===== src/rtl/spi_pkg.sv =====
// rtl/spi_pkg.sv - command encodings and FSM state type shared by the SPI master and slave sides
package spi_pkg;

  localparam logic [1:0] CMD_WR_ADDR = 2'b00;
  localparam logic [1:0] CMD_WR_DATA = 2'b01;
  localparam logic [1:0] CMD_RD_ADDR = 2'b10;
  localparam logic [1:0] CMD_RD_DATA = 2'b11;

  typedef enum logic [2:0] {
    ST_IDLE    = 3'd0,
    ST_LEAD    = 3'd1,
    ST_SHIFT   = 3'd2,
    ST_TURN    = 3'd3,
    ST_CAPTURE = 3'd4,
    ST_GAP     = 3'd5
  } spi_state_t;

endpackage


===== src/rtl/spi_master_ctrl_if.sv =====
// rtl/spi_master_ctrl_if.sv - command/readback bus plus SPI pins of the SPI master controller
interface spi_master_ctrl_if #(parameter int ADDR_SIZE = 8);

  logic                 cmd_valid;
  logic                 cmd_ready;
  logic [1:0]           cmd_type;
  logic [ADDR_SIZE-1:0] cmd_data;
  logic                 rd_valid;
  logic [ADDR_SIZE-1:0] rd_data;
  logic                 busy;
  logic                 SS_n;
  logic                 MOSI;
  logic                 MISO;

  modport master (
    input  cmd_valid, cmd_type, cmd_data, MISO,
    output cmd_ready, rd_valid, rd_data, busy, SS_n, MOSI
  );

  modport slave (
    output cmd_valid, cmd_type, cmd_data, MISO,
    input  cmd_ready, rd_valid, rd_data, busy, SS_n, MOSI
  );

endinterface


===== src/rtl/spi_shift_reg.sv =====
// rtl/spi_shift_reg.sv - parallel-load shift register, serial in at LSB, serial out at MSB
module spi_shift_reg #(
  parameter int WIDTH = 10
) (
  input  logic             clk,
  input  logic             rst_n,
  input  logic             i_load,
  input  logic [WIDTH-1:0] i_load_data,
  input  logic             i_shift,
  input  logic             i_sin,
  output logic [WIDTH-1:0] o_q,
  output logic             o_sout
);

  logic [WIDTH-1:0] r_q;

  always_ff @(posedge clk or negedge rst_n) begin
    if (!rst_n) begin
      r_q <= '0;
    end else if (i_load) begin
      r_q <= i_load_data;
    end else if (i_shift) begin
      r_q <= {r_q[WIDTH-2:0], i_sin};
    end
  end

  assign o_q    = r_q;
  assign o_sout = r_q[WIDTH-1];

endmodule


===== src/rtl/spi_master_ctrl.sv =====
// rtl/spi_master_ctrl.sv - serializes {cmd_type, cmd_data} onto MOSI and captures read data from MISO
module spi_master_ctrl
  import spi_pkg::*;
#(
  parameter int ADDR_SIZE = 8,
  parameter int RD_WAIT   = 2,
  parameter int GAP       = 1
) (
  input  logic              clk,
  input  logic              rst_n,
  spi_master_ctrl_if.master bus
);

  localparam int         W_WIDTH    = ADDR_SIZE + 2;
  localparam logic [3:0] SHIFT_LAST = 4'(W_WIDTH - 1);
  localparam logic [3:0] TURN_LAST  = 4'(RD_WAIT - 1);
  localparam logic [3:0] CAPT_LAST  = 4'(ADDR_SIZE - 1);
  localparam logic [3:0] GAP_LAST   = 4'(GAP - 1);
  localparam spi_state_t ST_DONE    = (GAP == 0) ? ST_IDLE : ST_GAP;
  localparam spi_state_t ST_RD_NEXT = (RD_WAIT == 0) ? ST_CAPTURE : ST_TURN;

  spi_state_t         r_state, w_next;
  logic [3:0]         r_cnt;
  logic               r_is_rd;
  logic               r_ss_n, r_mosi, r_cmd_ready, r_busy, r_rd_valid;
  logic               w_accept, w_last, w_mosi_next, w_shift_w, w_capture;
  logic [W_WIDTH-1:0] w_word_q, w_rd_q;
  logic               w_word_sout, w_rd_sout;
  logic               w_unused;

  assign w_accept  = (r_state == ST_IDLE) && bus.cmd_valid;
  assign w_capture = (r_state == ST_CAPTURE);

  spi_shift_reg #(.WIDTH(W_WIDTH)) u_word (
    .clk         (clk),
    .rst_n       (rst_n),
    .i_load      (w_accept),
    .i_load_data ({bus.cmd_type, bus.cmd_data}),
    .i_shift     (w_shift_w),
    .i_sin       (1'b0),
    .o_q         (w_word_q),
    .o_sout      (w_word_sout)
  );

  spi_shift_reg #(.WIDTH(W_WIDTH)) u_rd (
    .clk         (clk),
    .rst_n       (rst_n),
    .i_load      (1'b0),
    .i_load_data ('0),
    .i_shift     (w_capture),
    .i_sin       (bus.MISO),
    .o_q         (w_rd_q),
    .o_sout      (w_rd_sout)
  );

  assign w_unused = ^{w_word_q[W_WIDTH-1], w_word_q[W_WIDTH-3:0],
                      w_rd_q[W_WIDTH-1:ADDR_SIZE], w_rd_sout};

  // MOSI is registered from the next state, so the bit queued here is the one the slave sees next cycle
  always_comb begin
    w_next      = r_state;
    w_mosi_next = 1'b0;
    w_shift_w   = 1'b0;
    w_last      = 1'b0;
    case (r_state)
      ST_IDLE: begin
        if (bus.cmd_valid) begin
          w_next      = ST_LEAD;
          w_mosi_next = bus.cmd_type[1];
        end
      end
      ST_LEAD: begin
        w_last      = 1'b1;
        w_next      = ST_SHIFT;
        w_mosi_next = w_word_sout;
      end
      ST_SHIFT: begin
        w_last = (r_cnt == SHIFT_LAST);
        if (w_last) begin
          w_next = r_is_rd ? ST_RD_NEXT : ST_DONE;
        end else begin
          w_mosi_next = w_word_q[W_WIDTH-2];
          w_shift_w   = 1'b1;
        end
      end
      ST_TURN: begin
        w_last = (r_cnt == TURN_LAST);
        if (w_last) w_next = ST_CAPTURE;
      end
      ST_CAPTURE: begin
        w_last = (r_cnt == CAPT_LAST);
        if (w_last) w_next = ST_DONE;
      end
      ST_GAP: begin
        w_last = (r_cnt == GAP_LAST);
        if (w_last) w_next = ST_IDLE;
      end
      default: w_next = ST_IDLE;
    endcase
  end

  always_ff @(posedge clk or negedge rst_n) begin
    if (!rst_n) begin
      r_state     <= ST_IDLE;
      r_cnt       <= 4'd0;
      r_is_rd     <= 1'b0;
      r_ss_n      <= 1'b1;
      r_mosi      <= 1'b0;
      r_cmd_ready <= 1'b1;
      r_busy      <= 1'b0;
      r_rd_valid  <= 1'b0;
    end else begin
      r_state <= w_next;
      // Counter is cleared on every state entry and held at zero in IDLE so it never wraps
      if ((w_next != r_state) || (r_state == ST_IDLE)) r_cnt <= 4'd0;
      else                                             r_cnt <= r_cnt + 4'd1;
      if (w_accept) r_is_rd <= (bus.cmd_type == CMD_RD_DATA);
      r_ss_n      <= (w_next == ST_IDLE) || (w_next == ST_GAP);
      r_mosi      <= w_mosi_next;
      r_cmd_ready <= (w_next == ST_IDLE);
      r_busy      <= (w_next != ST_IDLE);
      r_rd_valid  <= w_capture && w_last;
    end
  end

  assign bus.SS_n      = r_ss_n;
  assign bus.MOSI      = r_mosi;
  assign bus.cmd_ready = r_cmd_ready;
  assign bus.busy      = r_busy;
  assign bus.rd_valid  = r_rd_valid;
  assign bus.rd_data   = w_rd_q[ADDR_SIZE-1:0];

endmodule


===== src/flat_wrapper.sv =====
// flat-port wrapper written by rule: the top's interface ports become plain ports
module spi_master_ctrl_flat import spi_pkg::*;
#(
  parameter int ADDR_SIZE = 8,
  parameter int RD_WAIT   = 2,
  parameter int GAP       = 1
)
  (clk, rst_n, bus_cmd_valid, bus_cmd_type, bus_cmd_data, bus_MISO, bus_cmd_ready, bus_rd_valid, bus_rd_data, bus_busy, bus_SS_n, bus_MOSI);
  spi_master_ctrl_if #(.ADDR_SIZE(ADDR_SIZE)) bus_i ();
  input  logic clk;
  input  logic rst_n;
  input wire logic [$bits(bus_i.cmd_valid)-1:0] bus_cmd_valid;
  input wire logic [$bits(bus_i.cmd_type)-1:0] bus_cmd_type;
  input wire logic [$bits(bus_i.cmd_data)-1:0] bus_cmd_data;
  input wire logic [$bits(bus_i.MISO)-1:0] bus_MISO;
  output wire logic [$bits(bus_i.cmd_ready)-1:0] bus_cmd_ready;
  output wire logic [$bits(bus_i.rd_valid)-1:0] bus_rd_valid;
  output wire logic [$bits(bus_i.rd_data)-1:0] bus_rd_data;
  output wire logic [$bits(bus_i.busy)-1:0] bus_busy;
  output wire logic [$bits(bus_i.SS_n)-1:0] bus_SS_n;
  output wire logic [$bits(bus_i.MOSI)-1:0] bus_MOSI;
  assign bus_i.cmd_valid = bus_cmd_valid;
  assign bus_i.cmd_type = bus_cmd_type;
  assign bus_i.cmd_data = bus_cmd_data;
  assign bus_i.MISO = bus_MISO;
  assign bus_cmd_ready = bus_i.cmd_ready;
  assign bus_rd_valid = bus_i.rd_valid;
  assign bus_rd_data = bus_i.rd_data;
  assign bus_busy = bus_i.busy;
  assign bus_SS_n = bus_i.SS_n;
  assign bus_MOSI = bus_i.MOSI;
  spi_master_ctrl #(.ADDR_SIZE(ADDR_SIZE), .RD_WAIT(RD_WAIT), .GAP(GAP)) u_core (.clk(clk), .rst_n(rst_n), .bus(bus_i));
endmodule

===== config.mk =====
export PLATFORM = sky130hd
export DESIGN_NAME = spi_master_ctrl_flat
export DESIGN_NICKNAME = d
export VERILOG_FILES = /design/src/rtl/spi_pkg.sv /design/src/rtl/spi_master_ctrl_if.sv /design/src/rtl/spi_shift_reg.sv /design/src/rtl/spi_master_ctrl.sv /design/src/flat_wrapper.sv
export SDC_FILE = /design/constraint.sdc
export NUM_CORES = 1
export LEC_CHECK = 0
export CAP_MARGIN = 20
export CORE_MARGIN = 2
export CORE_UTILIZATION = 57
export DETAILED_ROUTE_END_ITERATION = 8
export GPL_ROUTABILITY_DRIVEN = 0
export PLACE_DENSITY = 0.92
export SLEW_MARGIN = 20
export SYNTH_ARGS = -nofsm -noshare
export SYNTH_HDL_FRONTEND = slang
export SYNTH_HIERARCHICAL = 1
export SYNTH_SLANG_ARGS = --single-unit

===== constraint.sdc =====
create_clock -name clk -period 4.9 [get_ports clk]
set_input_delay 0.98 -clock clk [delete_from_list [all_inputs] [get_ports clk]]
set_output_delay 0.98 -clock clk [all_outputs]
set_load 0.03 [all_outputs]

==> impl_metrics.ini <==
[worst_setup_path]
cp-start-kind = flip-flop
cp.required_ps = 3920
cp_max_fo = 1
timing_worst_setup_path_type = reg2out
cp.arrival_ps = 1530
crit_buf_inv = 1
path_cells = clkdlybuf4s50_1
startpoint = u_core/bus.cmd_ready
path_delay_family = buffers and inverters
endpoint_kind = primary output
reg2reg_from = u_core/r_state[0]
critPathSlowestCell = clkdlybuf4s50_1
crit_path_max_incr_delay_ps = 670

[timing]
finalCritPeriodShare_pct = 51.31
min_period_ps = 2514
maxSlewHeadroom_pct = 40.18
slew_violations = 0
setup_slack_ps = 2386
hold_viol = 0
setup_tns_ps = 0
clock.fmax_mhz = 397.7
finalClockSkew_ps = 10.26
setup_viol = 0
worst_pin_slew_ps = 893.4
rsz0062_at_grt = false
whs_ps = 531.7

[route]
drt_iter0_drc = 79
firstDrtPassIters = 4
routed_wl_mm = 3.798
drc = 0
vias = 1321
wl_per_cell_microns = 16.66
via_per_inst = 5.794
ant_nets = 0

[yosys]
synthesis.area_sq_mm = 0.001682
yosysWarnings = 6
avgSynthCellArea_sq_um = 10.51
postSynthCellCount = 160

[grt]
grt_pass1_wl_mm = 6.417
grt_pass1_vias = 1386
grtUsageTotal_pct = 25.27
antenna_found_initial = 0
grt_max_degree = 32
overflow = 0

[min_path]
hp-class = reg2reg
min-delay-start = u_core/u_word/o_q[8]

[clock_tree]
clock_sinks = 31
ctsHoldBuffers = 0
cts_tree = built
cts_root_buf = clkbuf_4
cts_buffer_depth = 2
cts_setup_buffers = 0
h-tree-depth = 2
cts_resized = 0
clk_latency_ps = 340
path_clk_slew_ps = 90
cts_inserted_buffers = 5

[die]
io-pin-count = 27
die-width_microns = 58.32
core-area_sq_mm = 0.002781
die_area_sq_mm = 0.003401
die_h_microns = 58.32
rows = 19
initial_core_util_pct = 60.46

[flow_run]
drv_cap = 0

[run_status]
outcome = completed

[power]
p_total_mw = 1.112
cellPowerDensity_mw_per_mm2 = 540.5
p_leak_nw = 0.8482
vdd_drop_max_uv = 454.3

[layout]
drive_above_1_share_pct = 11.17
final_common_cell = dfrtp_1
diodes = 0
layout_common_cells = 29 x dfrtp_1, 26 x clkdlybuf4s50_1, 21 x nand2_1
nNetsFinal = 214
area_growth_pct = 22.40

[place]
port_buffers = 26
dp_worst_setup_slack_ps = 2175
dpl.hpwl_mm = 2.728
[final cells by class]
cell class	instances	area, sq um
inverters	7	26.28
fillers	201	723.2
multi-input cells	123	864.6
flip-flops and latches	31	778.2
repair buffers	28	275.3
clock buffers	7	45.04
well taps	31	38.79
clock inverters	1	30.03
[power by group]
group          switching (mW)  internal (mW)
combinational           0.275          0.220
clock                  0.0845          0.108
sequential             0.0795          0.346
total                   0.439          0.674
[registers in the layout (all words and copies together) (netlist names)]
| signal | cells |
|---|---|
| u_core/bus.busy | 1 |
| u_core/r_state | 3 |
| u_core/u_rd/o_q | 8 |
| u_core/r_cnt | 4 |
| u_core/u_word/o_q | 10 |
| u_core/bus.rd_valid | 1 |
| u_core/bus.SS_n | 1 |
| u_core/bus.cmd_ready | 1 |
| u_core/bus.MOSI | 1 |
| u_core/r_is_rd | 1 |
[layer usage]
metal,global-route usage [%],vias up,share of wire (%)
met5,0,-,0
met4,10.96,0,3.3
met3,8.571,15,8.8
met2,39.81,65,47
met1,31.77,611,41
li1,-,630,-
[metrics by stage]
stage,area [sq um],util (%),std cells
2_1_floorplan,1719,-,170
3_3_place_gp,1972,70.90,220
3_5_place_dp,1972,70.90,220
4_1_cts,2047,73.59,228
5_1_grt,2058,74.00,228
6_report,2058,74.00,228
[worst paths after layout]
kind | to | slack [ps] | depth (start not counted)
max in group asynchronous | u_core/bus.cmd_ready | 3560 | 2
min in group asynchronous | u_core/u_rd/o_q[2] | 1020 | 2
worst max-delay path | bus_cmd_ready | 2390 | 1
worst min register to register | u_core/bus.MOSI | 530 | 2
worst max register to register | u_core/r_cnt[1] | 2510 | 4
worst min-delay path | u_core/bus.MOSI | 530 | 2
[worst register-to-register path, stage by stage (launching register included)]
cell and delay, ps:
dfrtp_1 580, nor3b_2 830, a32o_1 360, o41ai_1 180, nor4b_1 340
(Power assumes the default switching activity.)
